<file path="src/rtl/mips_mc_ctrl.sv">
// mips_mc_ctrl: multicycle MIPS control FSM (Moore) for a shared
// instruction/data memory datapath. It sequences FETCH, DECODE and the
// per-class execute/writeback states, and drives every datapath enable
// and mux select.
// Optional feature macro: MIPS_MC_MEMRDY_EN adds a memrdy input. FETCH,
// MEMRD and MEMWR then stall until memory reports ready.
module mips_mc_ctrl (
  input  logic       clk,
  input  logic       rst,
  input  logic [5:0] op,
  input  logic [5:0] funct,
  input  logic       zero,
`ifdef MIPS_MC_MEMRDY_EN
  input  logic       memrdy,
`endif
  output logic       pcen,
  output logic       iord,
  output logic       memwrt,
  output logic       irwrite,
  output logic       regdst,
  output logic       memtoreg,
  output logic       regwrt,
  output logic       alusrca,
  output logic [1:0] alusrcb,
  output logic [1:0] pcsrc,
  output logic [2:0] aluctrl,
  output logic       illegal
);

  typedef enum logic [3:0] {
    S_FETCH  = 4'd0,
    S_DECODE = 4'd1,
    S_MEMADR = 4'd2,
    S_MEMRD  = 4'd3,
    S_MEMWB  = 4'd4,
    S_MEMWR  = 4'd5,
    S_EXEC   = 4'd6,
    S_ALUWB  = 4'd7,
    S_BRANCH = 4'd8,
    S_ADDIEX = 4'd9,
    S_ADDIWB = 4'd10,
    S_JUMP   = 4'd11
  } state_t;

  // One control word per state; pcwrite/branch are internal and feed pcen.
  typedef struct packed {
    logic       pcwrite;
    logic       branch;
    logic       iord;
    logic       memwrt;
    logic       irwrite;
    logic       regdst;
    logic       memtoreg;
    logic       regwrt;
    logic       alusrca;
    logic [1:0] alusrcb;
    logic [1:0] pcsrc;
    logic [2:0] aluctrl;
  } ctl_t;

  localparam logic [5:0] OP_RTYPE = 6'b000000;
  localparam logic [5:0] OP_J     = 6'b000010;
  localparam logic [5:0] OP_BEQ   = 6'b000100;
  localparam logic [5:0] OP_ADDI  = 6'b001000;
  localparam logic [5:0] OP_LW    = 6'b100011;
  localparam logic [5:0] OP_SW    = 6'b101011;

  localparam logic [2:0] ALU_ADD = 3'b010;
  localparam logic [2:0] ALU_SUB = 3'b110;
  localparam logic [2:0] ALU_AND = 3'b000;
  localparam logic [2:0] ALU_OR  = 3'b001;
  localparam logic [2:0] ALU_SLT = 3'b111;

  // R-type funct decode; unknown functs fall back to add without a trap.
  function automatic logic [2:0] alu_dec(input logic [5:0] f);
    logic [2:0] a;
    case (f)
      6'b100000: a = ALU_ADD;
      6'b100010: a = ALU_SUB;
      6'b100100: a = ALU_AND;
      6'b100101: a = ALU_OR;
      6'b101010: a = ALU_SLT;
      default:   a = ALU_ADD;
    endcase
    return a;
  endfunction

  // Control word for a state; everything not named is 0, ALU defaults to add.
  function automatic ctl_t ctl_of(input state_t s, input logic [5:0] f);
    ctl_t c;
    c         = '0;
    c.aluctrl = ALU_ADD;
    case (s)
      S_FETCH: begin
        c.irwrite = 1'b1;
        c.alusrcb = 2'b01;
        c.pcwrite = 1'b1;
      end
      S_DECODE: c.alusrcb = 2'b11;   // branch target into ALUOut
      S_MEMADR, S_ADDIEX: begin
        c.alusrca = 1'b1;
        c.alusrcb = 2'b10;
      end
      S_MEMRD: c.iord = 1'b1;
      S_MEMWB: begin
        c.memtoreg = 1'b1;
        c.regwrt   = 1'b1;
      end
      S_MEMWR: begin
        c.iord   = 1'b1;
        c.memwrt = 1'b1;
      end
      S_EXEC: begin
        c.alusrca = 1'b1;
        c.aluctrl = alu_dec(f);
      end
      S_ALUWB: begin
        c.regdst = 1'b1;
        c.regwrt = 1'b1;
      end
      S_BRANCH: begin
        c.alusrca = 1'b1;
        c.aluctrl = ALU_SUB;
        c.pcsrc   = 2'b01;
        c.branch  = 1'b1;
      end
      S_ADDIWB: c.regwrt = 1'b1;
      S_JUMP: begin
        c.pcsrc   = 2'b10;
        c.pcwrite = 1'b1;
      end
      default: c = c;
    endcase
    return c;
  endfunction

  localparam ctl_t CTL_FETCH = ctl_of(S_FETCH, 6'b000000);

  state_t state, nxt;
  ctl_t   ctl, gctl;
  logic   rdy, op_ok, fetch_wait;

`ifdef MIPS_MC_MEMRDY_EN
  assign rdy = memrdy;
`else
  assign rdy = 1'b1;
`endif

  // Supported-opcode check, used for the DECODE illegal pulse.
  always_comb begin
    op_ok = 1'b0;
    case (op)
      OP_RTYPE, OP_J, OP_BEQ, OP_ADDI, OP_LW, OP_SW: op_ok = 1'b1;
      default:                                       op_ok = 1'b0;
    endcase
  end

  // Next-state logic; memory states hold until ready.
  always_comb begin
    nxt = S_FETCH;
    case (state)
      S_FETCH:  nxt = rdy ? S_DECODE : S_FETCH;
      S_DECODE: begin
        case (op)
          OP_LW, OP_SW: nxt = S_MEMADR;
          OP_RTYPE:     nxt = S_EXEC;
          OP_BEQ:       nxt = S_BRANCH;
          OP_ADDI:      nxt = S_ADDIEX;
          OP_J:         nxt = S_JUMP;
          default:      nxt = S_FETCH;
        endcase
      end
      S_MEMADR: nxt = (op == OP_SW) ? S_MEMWR : S_MEMRD;
      S_MEMRD:  nxt = rdy ? S_MEMWB : S_MEMRD;
      S_MEMWB:  nxt = S_FETCH;
      S_MEMWR:  nxt = rdy ? S_FETCH : S_MEMWR;
      S_EXEC:   nxt = S_ALUWB;
      S_ALUWB:  nxt = S_FETCH;
      S_BRANCH: nxt = S_FETCH;
      S_ADDIEX: nxt = S_ADDIWB;
      S_ADDIWB: nxt = S_FETCH;
      S_JUMP:   nxt = S_FETCH;
      default:  nxt = S_FETCH;
    endcase
  end

  // State and registered control word. Loading the word from the next state
  // keeps the outputs glitch-free and aligned with the state register.
  always_ff @(posedge clk or posedge rst) begin
    if (rst) begin
      state <= S_FETCH;
      ctl   <= CTL_FETCH;
    end else begin
      state <= nxt;
      ctl   <= ctl_of(nxt, funct);
    end
  end

  // Reset gates every output immediately, so no IR, PC, register file or
  // memory update can slip through while the FSM is being forced to FETCH.
  assign gctl       = rst ? '0 : ctl;
  assign fetch_wait = (state == S_FETCH) && !rdy;

  assign iord     = gctl.iord;
  assign memwrt   = gctl.memwrt;
  assign irwrite  = gctl.irwrite & ~fetch_wait;
  assign regdst   = gctl.regdst;
  assign memtoreg = gctl.memtoreg;
  assign regwrt   = gctl.regwrt;
  assign alusrca  = gctl.alusrca;
  assign alusrcb  = gctl.alusrcb;
  assign pcsrc    = gctl.pcsrc;
  assign aluctrl  = gctl.aluctrl;
  assign pcen     = (gctl.pcwrite & ~fetch_wait) | (gctl.branch & zero);
  assign illegal  = ~rst & (state == S_DECODE) & ~op_ok;

endmodule

</file>
<file path="config.mk">
export PLATFORM = sky130hd
export DESIGN_NAME = mips_mc_ctrl
export DESIGN_NICKNAME = d
export VERILOG_FILES = /design/src/rtl/mips_mc_ctrl.sv
export SDC_FILE = /design/constraint.sdc
export NUM_CORES = 1
export LEC_CHECK = 0
export BUFFER_PORTS_ARGS = -buffer_cell sky130_fd_sc_hd__buf_2
export CAP_MARGIN = 20
export CELL_PAD_IN_SITES_DETAIL_PLACEMENT = 1
export CELL_PAD_IN_SITES_GLOBAL_PLACEMENT = 1
export CORE_UTILIZATION = 40
export CTS_CLUSTER_SIZE = 40
export DETAILED_ROUTE_END_ITERATION = 7
export GPL_TIMING_DRIVEN = 1
export HOLD_SLACK_MARGIN = 0.15
export PLACE_DENSITY = 0.91
export SLEW_MARGIN = 40
export SYNTH_ARGS = -nofsm -noshare
export SYNTH_HDL_FRONTEND = slang
export SYNTH_SLANG_ARGS = --single-unit
export TNS_END_PERCENT = 10
</file>
<file path="constraint.sdc">
create_clock -name clk -period 2.5 [get_ports clk]
set_input_delay 0.25 -clock clk [delete_from_list [all_inputs] [get_ports clk]]
set_output_delay 0.25 -clock clk [all_outputs]
set_load 0.005 [all_outputs]
</file>
# Word level (Yosys, flattened, before mapping)

Cells that the tools add are included.

Flip-flop bits (word level): 20
Latch bits: 0
RAM bits: 0
ROM bits: 0
Output and inout bits: 16
Memories kept: 0

$add $sub $neg: 0
Multiply operators: 0
Div/mod/pow operators: 0
$lt $le $gt $ge: 0
Equal/unequal tests: 25
Shift-type cells: 0
Mux-type cells: 18
Bitwise operators: 6
Reductions and logical operators: 10

Operator list:

| kind                                           | count |
|---|---|
| == test 6 bit (second input constant)          | 6 |
| case mux 4 bit (6 select lines)                | 1 |
| == test 4 x 3 -> 1 bit (second input constant) | 5 |
| == test 4 bit (second input constant)          | 5 |
| case mux 4 bit (5 select lines)                | 1 |
| == test 4 x 2 -> 1 bit (second input constant) | 4 |
| two-way mux 16 bit                             | 1 |
| case mux 3 bit (4 select lines)                | 1 |
| two-way mux 1 bit                              | 10 |
| == test 4 x 1 -> 1 bit (second input constant) | 2 |
| logical NOT 4 bit                              | 2 |
| OR reduction 2 bit                             | 4 |
| == test 6 x 2 -> 1 bit (second input constant) | 1 |
| == test 6 x 3 -> 1 bit (second input constant) | 1 |
| == test 6 x 4 -> 1 bit (second input constant) | 1 |
| logical NOT 6 bit                              | 1 |
| case mux 2 bit (3 select lines)                | 1 |
| case mux 3 bit (2 select lines)                | 1 |
| OR reduction 6 bit                             | 1 |
| case mux 2 bit (2 select lines)                | 1 |
| OR reduction 4 bit                             | 1 |
| AND 1 bit                                      | 3 |
| two-way mux 3 bit                              | 1 |
| OR reduction 3 bit                             | 1 |
| 2 further kinds                                | 3 |

# Depth between registers and ports, before layout

Gate-level depths: netlist of the first run.

Depth after elaboration: 7
Mapped depth: 7
Gate-level depth less buffers: 6

# Worst setup path before layout of the first run

Ideal clock, no wire load.

Kind: reg2reg
From: register state[3]
To: register ctl[6] (netlist name)
Arrival: 1408 ps
Data required time: 2377 ps
Slack: 969 ps
Cell stages (with the launch flop): 7
Path buffers: 1
Clock period less this slack: 1531 ps
Cells stage by stage: dfrtp_1 > buf_6 > or3b_1 > a41o_1 > and3_4 > a21oi_1 > o21ai_2

Cells in the longest elaborated chain, start to end: 5

RTL lines:

| what                                                    | RTL line | RTL |
|---|---|---|
| start: declaration                                      | 139      | `state_t state, nxt;` |
| start signal: assignment                                | 194      | `state <= nxt;` |
| == test 4 bit (tied with other cells)                   | 161      | `case (state)` |
| case mux 4 bit (6 select lines) (*)                     | 161      |  |
| == test 4 x 2 -> 1 bit or == test 4 bit (tied branches) | 93       | `case (s)` |
| OR reduction 2 bit                                      | 93       |  |
| case mux 2 bit (3 select lines) (*)                     | 93       |  |
| end signal: assignment                                  | 195      | `ctl <= ctl_of(nxt, funct);` |
| end: declaration                                        | 140      | `ctl_t ctl, gctl;` |

Mark *: on every way between the ends. The rest lies on a longest branch, timed or not.

# Worst setup path in the final report of the first run

From: register state[0]
To: register ctl[7] (netlist name)

Cells in the longest elaborated chain, start to end: 5

RTL lines:

| what                                    | RTL line |
|---|---|
| == test 4 bit (tied with other cells)   | 161 |
| case mux 4 bit (6 select lines) (*)     | 161 |
| == test 4 bit (tied with other cells)   | 93 |
| OR reduction 4 bit (no source line) (*) | -- |
| two-way mux 1 bit (*)                   | 93 |

Marks and branches as above.

==> flow_summary_export.csv, run 1 <==
group,metric,value,unit
power_and_ir_drop,p_per_area,810,nW/µm²
yosys,syn-cell-area,1060,µm²
route,remaining_drc_errors,0,
global_route,grt_first_pass_wirelength,3990,µm
outcome,status,"completed",
worst_setup_path,critPathLaunchType,"flop",
yosys,syn_inst,103,
place,gp_congestion,0.792,
die,rows,18,
power_and_ir_drop,peakVddDrop,0.380,mV
final_layout,final_cell_mix,"buf_2 (30), dfrtp_1 (15), nor2b_1 (14)",
route,route.layer.met1.wl,1020,µm
place,port_buffers,30,
power_and_ir_drop,p_sw,0.358,mW
cts,clk_latency,0.30,ns
final_layout,layout-drive-gt1-share,39.4,%
global_route,antenna_found_initial,0,
power_and_ir_drop,comb_power_share,38.2,%
yosys,ys_ff_latch,19,
worst_setup_path,cp-end-kind,"flop",
yosys,async_reset_ff_share,100,%
global_route,grt_max_degree,20,
global_route,grtUsageTotal,19.6,%
min_path,hold_path.class,"in2reg",
route,first_pass_iters,4,
die,die_w,53.4,µm
place,dp_hpwl,1840,µm
worst_setup_path,cp_data_required_time,2.68,ns
route,ant_nets,0,
cts,root_buffer,"clkbuf_4",
timing,slew_headroom,54.6,%
yosys,synth-main-ff-cell,"dfrtp_1",
power_and_ir_drop,clockPowerShare,15.4,%
timing,max_clock_freq,562,MHz
flow_run,drv_cap,0,
die,pin_count,31,
route,wl_per_cell,14.1,µm
route,drt_iter0_drc,4,
yosys,synth_nets,118,
yosys,synth_edf_count,0,
route,vias_per_cell,5.39,
route,met3_length,55,µm
worst_setup_path,r2r-start,"state[0]$_DFF_PP0_",
route,wl,2290,µm
yosys,ys_types,44,
timing,finalCriticalPeriod,1.78,ns
timing,worst-slew-pin-transition,0.680,ns
die,start_util,42.3,%
worst_setup_path,arrival,1.96,ns
min_path,hp-start,"funct[1]",
timing,finalCritPeriodShare,71.2,%
worst_setup_path,crit_type,"reg2reg",
worst_setup_path,critPathLaunch,"state[0]$_DFF_PP0_",
power_and_ir_drop,p_sw_share,35.8,%
cts,cts-resized-gates,0,
power_and_ir_drop,intPower,0.642,mW
cts,ctsHtreeMaxLevel,1,
die,dieHeight,53.4,µm
cts,cts_tree,"built",
final_layout,final_common_cell,"buf_2",
die,core-area,2500,µm²
cts,hold_buffers,0,
power_and_ir_drop,static-leakage-power,0.572,nW
route,vias,873,
timing,finalSetupViolations,0,
yosys,syn_area_per_cell,10.3,µm²
timing,skew,0.00941,ns
timing,hold_viol,0,
final_layout,diodes,0,
route,wl_met2,1130,µm
yosys,seq_area_frac_synth,45.4,%
final_layout,nets,148,
timing,drv_slew,0,
final_layout,syn_to_final_growth,16.5,%
worst_setup_path,reg2reg_slack,0.72,ns
power_and_ir_drop,finalPower,0.999,mW
die,die_area,2860,µm²
cts,cts_buffer_depth,2,
power_and_ir_drop,p_seq_share,46.4,%
global_route,gr-total-overflow,0,
cts,numCtsBuffers,3,
cts,postCtsSetupBuffers,0,
worst_setup_path,crit_fanout,11,
yosys,synth_warnings,0,
cts,clk_pin_slew,0.11,ns
global_route,grt_pass1_vias,899,
route,top_layer_used,"met4",
timing,rsz0062_at_grt,"false",
cts,clock_sinks,19,
timing,setup_tns,0,ns
## power groups by stage
stage	clock network, mW	logic, mW	registers [mW]
after floorplan	0	0.345	0.415
after global placement	0	0.369	0.466
after detailed placement	0	0.384	0.470
after CTS	0.160	0.387	0.464
after global routing	0.175	0.430	0.481
final	0.154	0.381	0.464
## logic make-up (layout without fill, tap and decap cells)
| kind of cell | count (synthesis) | in the layout | synth area share [%] |
|---|---|---|---|
| AO/OA/AOI/OAI | 19 | 19 | 16.8 |
| XOR/XNOR | 3 | 3 | 2.48 |
| flip-flops | 19 | 19 | 45.4 |
| AND/OR/NAND/NOR | 50 | 50 | 28.7 |
| buffers and inverters | 12 | 41 | 6.62 |
## worst max-delay path: stages (launching register included)
cell,delay (ns)
dfrtp_1,0.62
nor3b_1,0.40
o211ai_1,0.15
and3_4,0.23
a21oi_1,0.17
o21ai_2,0.08
## stage by stage
stage / hold WS, ns / worst slack, ns / std cells / utilization (%) / area (µm²)
floorplan: 0.372 / 0.969 / 103 / - / 1060
global placement: 0.487 / 0.828 / 158 / 48.3 / 1210
detailed placement: 0.499 / 0.765 / 158 / 48.3 / 1210
CTS: 0.176 / 0.712 / 162 / 49.3 / 1230
global route: 0.191 / 0.578 / 162 / 49.3 / 1230
finish: 0.184 / 0.720 / 162 / 49.3 / 1230
## final cells by class
cell class              instances  area (µm²)
repair buffers                 30         150
multi-input cells              72         508
fillers                       293        1270
well taps                      30        37.5
flip-flops and latches         19         480
clock buffers                   4        26.3
inverters                       7        31.3
## flip-flops by register name, summed over array words and instances, names as in the netlist
name and flops:
ctl 15, state 4
## final timing paths
check,cells after the start,to
worst max-delay path,5,ctl[7]$_DFF_PP0_
worst min-delay path,3,ctl[1]$_DFF_PP1_
worst max register to register,5,ctl[7]$_DFF_PP0_
worst min register to register,1,ctl[9]$_DFF_PP0_
max in group asynchronous,2,ctl[2]$_DFF_PP0_
min in group asynchronous,2,state[2]$_DFF_PP0_
## metal layers
| metal | global-route usage, % | up-vias |
|---|---|---|
| met4 | 10.5 | 0 |
| met3 | 1.72 | 9 |
| met2 | 31.0 | 22 |
| met5 | 0 | - |
| li1 | - | 416 |
| met1 | 25.9 | 426 |
## synth_stat cells, types with 2 or more instances
cell,n,share of area (%)
inv_1,5,1.8
nand2_1,5,1.8
nor2b_1,14,8.3
o211ai_1,2,1.4
o21ai_2,2,1.7
dfstp_2,4,9.9
nor4_1,2,1.2
buf_6,2,2.1
nor3_1,4,1.9
dfrtp_1,15,35
and3_4,2,2.1
nor2_1,9,3.2
a21oi_1,3,1.4
o21ai_0,2,0.95
nor3b_1,2,1.4
xor2_1,2,1.7
Note: power is estimated with default switching activity, not from simulation.
==> inputs of run 2 (changes only) <==
Settings changed: CORE_UTILIZATION 40 to 38, PLACE_DENSITY 0.91 to 0.88.
Clock period 2.5 ns to 1.85 ns, I/O delays scaled along.
==> run 2 against run 1 <==
Net effect: first-iteration DRC count rose by 100%; global-route usage barely moved; cell count rose by 3.7%; power rose by 42%; clock power rose by 33%; largest power group is now combinational cells; worst setup slack got worse by 0.57 ns; combinational power rose by 66%; wire length rose by 8.7%; sequential power rose by 25%; sequential cell count did not move; cell area rose by 4.7%.
==> flow_summary_export.csv, run 2 (synthesized netlist as in run 1, its figures left out) <==
group,metric,value,unit
outcome,status,"completed",
route,wl_met2,1340,µm
power_and_ir_drop,clockPowerShare,14.5,%
final_layout,syn_to_final_growth,22.0,%
final_layout,largest_reg_flops,15,
timing,finalCritPeriodShare,91.7,%
timing,finalSetupViolations,0,
cts,root_buffer,"clkbuf_4",
route,remaining_drc_errors,0,
global_route,grtUsageTotal,19.5,%
cts,clk_pin_slew,0.10,ns
die,die_area,3000,µm²
power_and_ir_drop,finalPower,1.42,mW
route,drt_iter0_drc,8,
timing,finalCriticalPeriod,1.70,ns
timing,hold_viol,0,
worst_setup_path,crit_type,"reg2out",
cts,cts_buffer_depth,2,
power_and_ir_drop,peakVddDrop,0.526,mV
place,gp_congestion,0.853,
die,core-area,2540,µm²
worst_setup_path,critPathLaunchType,"flop",
global_route,antenna_found_initial,0,
die,pin_count,31,
route,vias,878,
power_and_ir_drop,static-leakage-power,0.603,nW
final_layout,layout-drive-gt1-share,40.6,%
timing,slew_headroom,55.6,%
final_layout,final_cell_mix,"buf_2 (30), dfrtp_1 (15), nor2b_1 (14)",
timing,skew,0.000873,ns
route,met3_length,63,µm
power_and_ir_drop,p_sw,0.515,mW
global_route,gr-total-overflow,0,
worst_setup_path,crit_fanout,8,
worst_setup_path,cp-end-kind,"output pin",
die,rows,18,
power_and_ir_drop,intPower,0.900,mW
die,start_util,41.6,%
timing,rsz0062_at_grt,"false",
cts,cts_tree,"built",
flow_run,drv_cap,0,
global_route,grt_first_pass_wirelength,4010,µm
final_layout,final_common_cell,"buf_2",
route,top_layer_used,"met4",
power_and_ir_drop,comb_power_share,44.6,%
worst_setup_path,arrival,1.51,ns
cts,ctsHtreeMaxLevel,1,
final_layout,layout.cells.non_filler,168,
cts,clock_sinks,19,
timing,setup_tns,0,ns
route,vias_per_cell,5.23,
final_layout,biggestRegsByFlops,"ctl: 15 flops, state: 4 flops",
place,placed_cells,161,
place,port_buffers,30,
route,wl_per_cell,14.8,µm
global_route,grt_max_degree,20,
cts,numCtsBuffers,3,
final_layout,nets,154,
die,die_w,54.8,µm
final_layout,diodes,0,
timing,drv_slew,0,
final_layout,top_register,"ctl",
timing,max_clock_freq,590,MHz
cts,clk_latency,0.30,ns
route,first_pass_iters,2,
timing,worst-slew-pin-transition,0.666,ns
route,ant_nets,0,
power_and_ir_drop,p_per_area,1100,nW/µm²
global_route,grt_pass1_vias,862,
power_and_ir_drop,p_seq_share,40.9,%
route,wl,2490,µm
route,route.layer.met1.wl,1040,µm
worst_setup_path,cp_data_required_time,1.66,ns
power_and_ir_drop,p_sw_share,36.4,%
die,dieHeight,54.8,µm
min_path,hold_path.class,"in2reg",
place,dp_hpwl,2000,µm
run 2: cell count changes in the layout (fill, tap and decap cells not counted), sizes merged:
cell / before / now
dlygate4sd3: 0 / 3
buf: 30 / 33
run 2: timing repair:
action,4_1_cts,5_1_grt
hold endpoints to repair,16,0
setup buffers,0,0
hold buffers,3,0
resized for setup,0,1
setup endpoints to repair,0,1
run 2: layout make-up:
type | count | area, µm²
Inverter | 7 | 31.3
Multi-Input combinational cell | 72 | 513
Timing Repair Buffer | 36 | 203
Sequential cell | 19 | 480
Tap cell | 30 | 37.5
Fill cell | 303 | 1250
Clock buffer | 4 | 26.3
run 2: stage by stage:
step	setup WS [ns]	hold WS (ns)	utilization [%]	area, µm²
after global routing	0.0611	0.172	50.7	1290
after detailed placement	0.211	0.428	48.3	1230
after global placement	0.281	0.411	48.3	1230
final	0.154	0.169	50.7	1290
after CTS	0.139	0.168	50.5	1290
after floorplan	0.319	0.307	-	1060
run 2: worst paths after layout:
path / start / endpoint / slack [ns] / cells after the start
min in group asynchronous: rst / ctl[10]$_DFF_PP0_ / 0.68 / 3
worst max-delay path: state[3]$_DFF_PP0_ / illegal / 0.15 / 5
worst min register to register: state[3]$_DFF_PP0_ / ctl[10]$_DFF_PP0_ / 0.59 / 2
max in group asynchronous: rst / state[3]$_DFF_PP0_ / 0.75 / 3
worst min-delay path: funct[0] / ctl[2]$_DFF_PP0_ / 0.17 / 3
worst max register to register: state[2]$_DFF_PP0_ / ctl[6]$_DFF_PP0_ / 0.18 / 5
run 2: critical path, cell delays in order, from the launching register on:
cell	delay, ns
dfrtp_1	0.41
buf_4	0.18
nor2_1	0.14
nand3_1	0.18
nor3_2	0.18
buf_2	0.13
run 2: metal layers:
metal	GRT usage, %	vias up
li1	-	428
met1	23.3	426
met2	33.7	18
met3	2.78	6
met4	9.83	0
met5	0	-
run 2: power by group through the flow:
stage / clock network (mW) / registers, mW / logic, mW
final: 0.205 / 0.579 / 0.631
after floorplan: 0 / 0.561 / 0.466
after global placement: 0 / 0.581 / 0.581
after CTS: 0.210 / 0.580 / 0.630
after detailed placement: 0 / 0.589 / 0.619
after global routing: 0.221 / 0.591 / 0.694
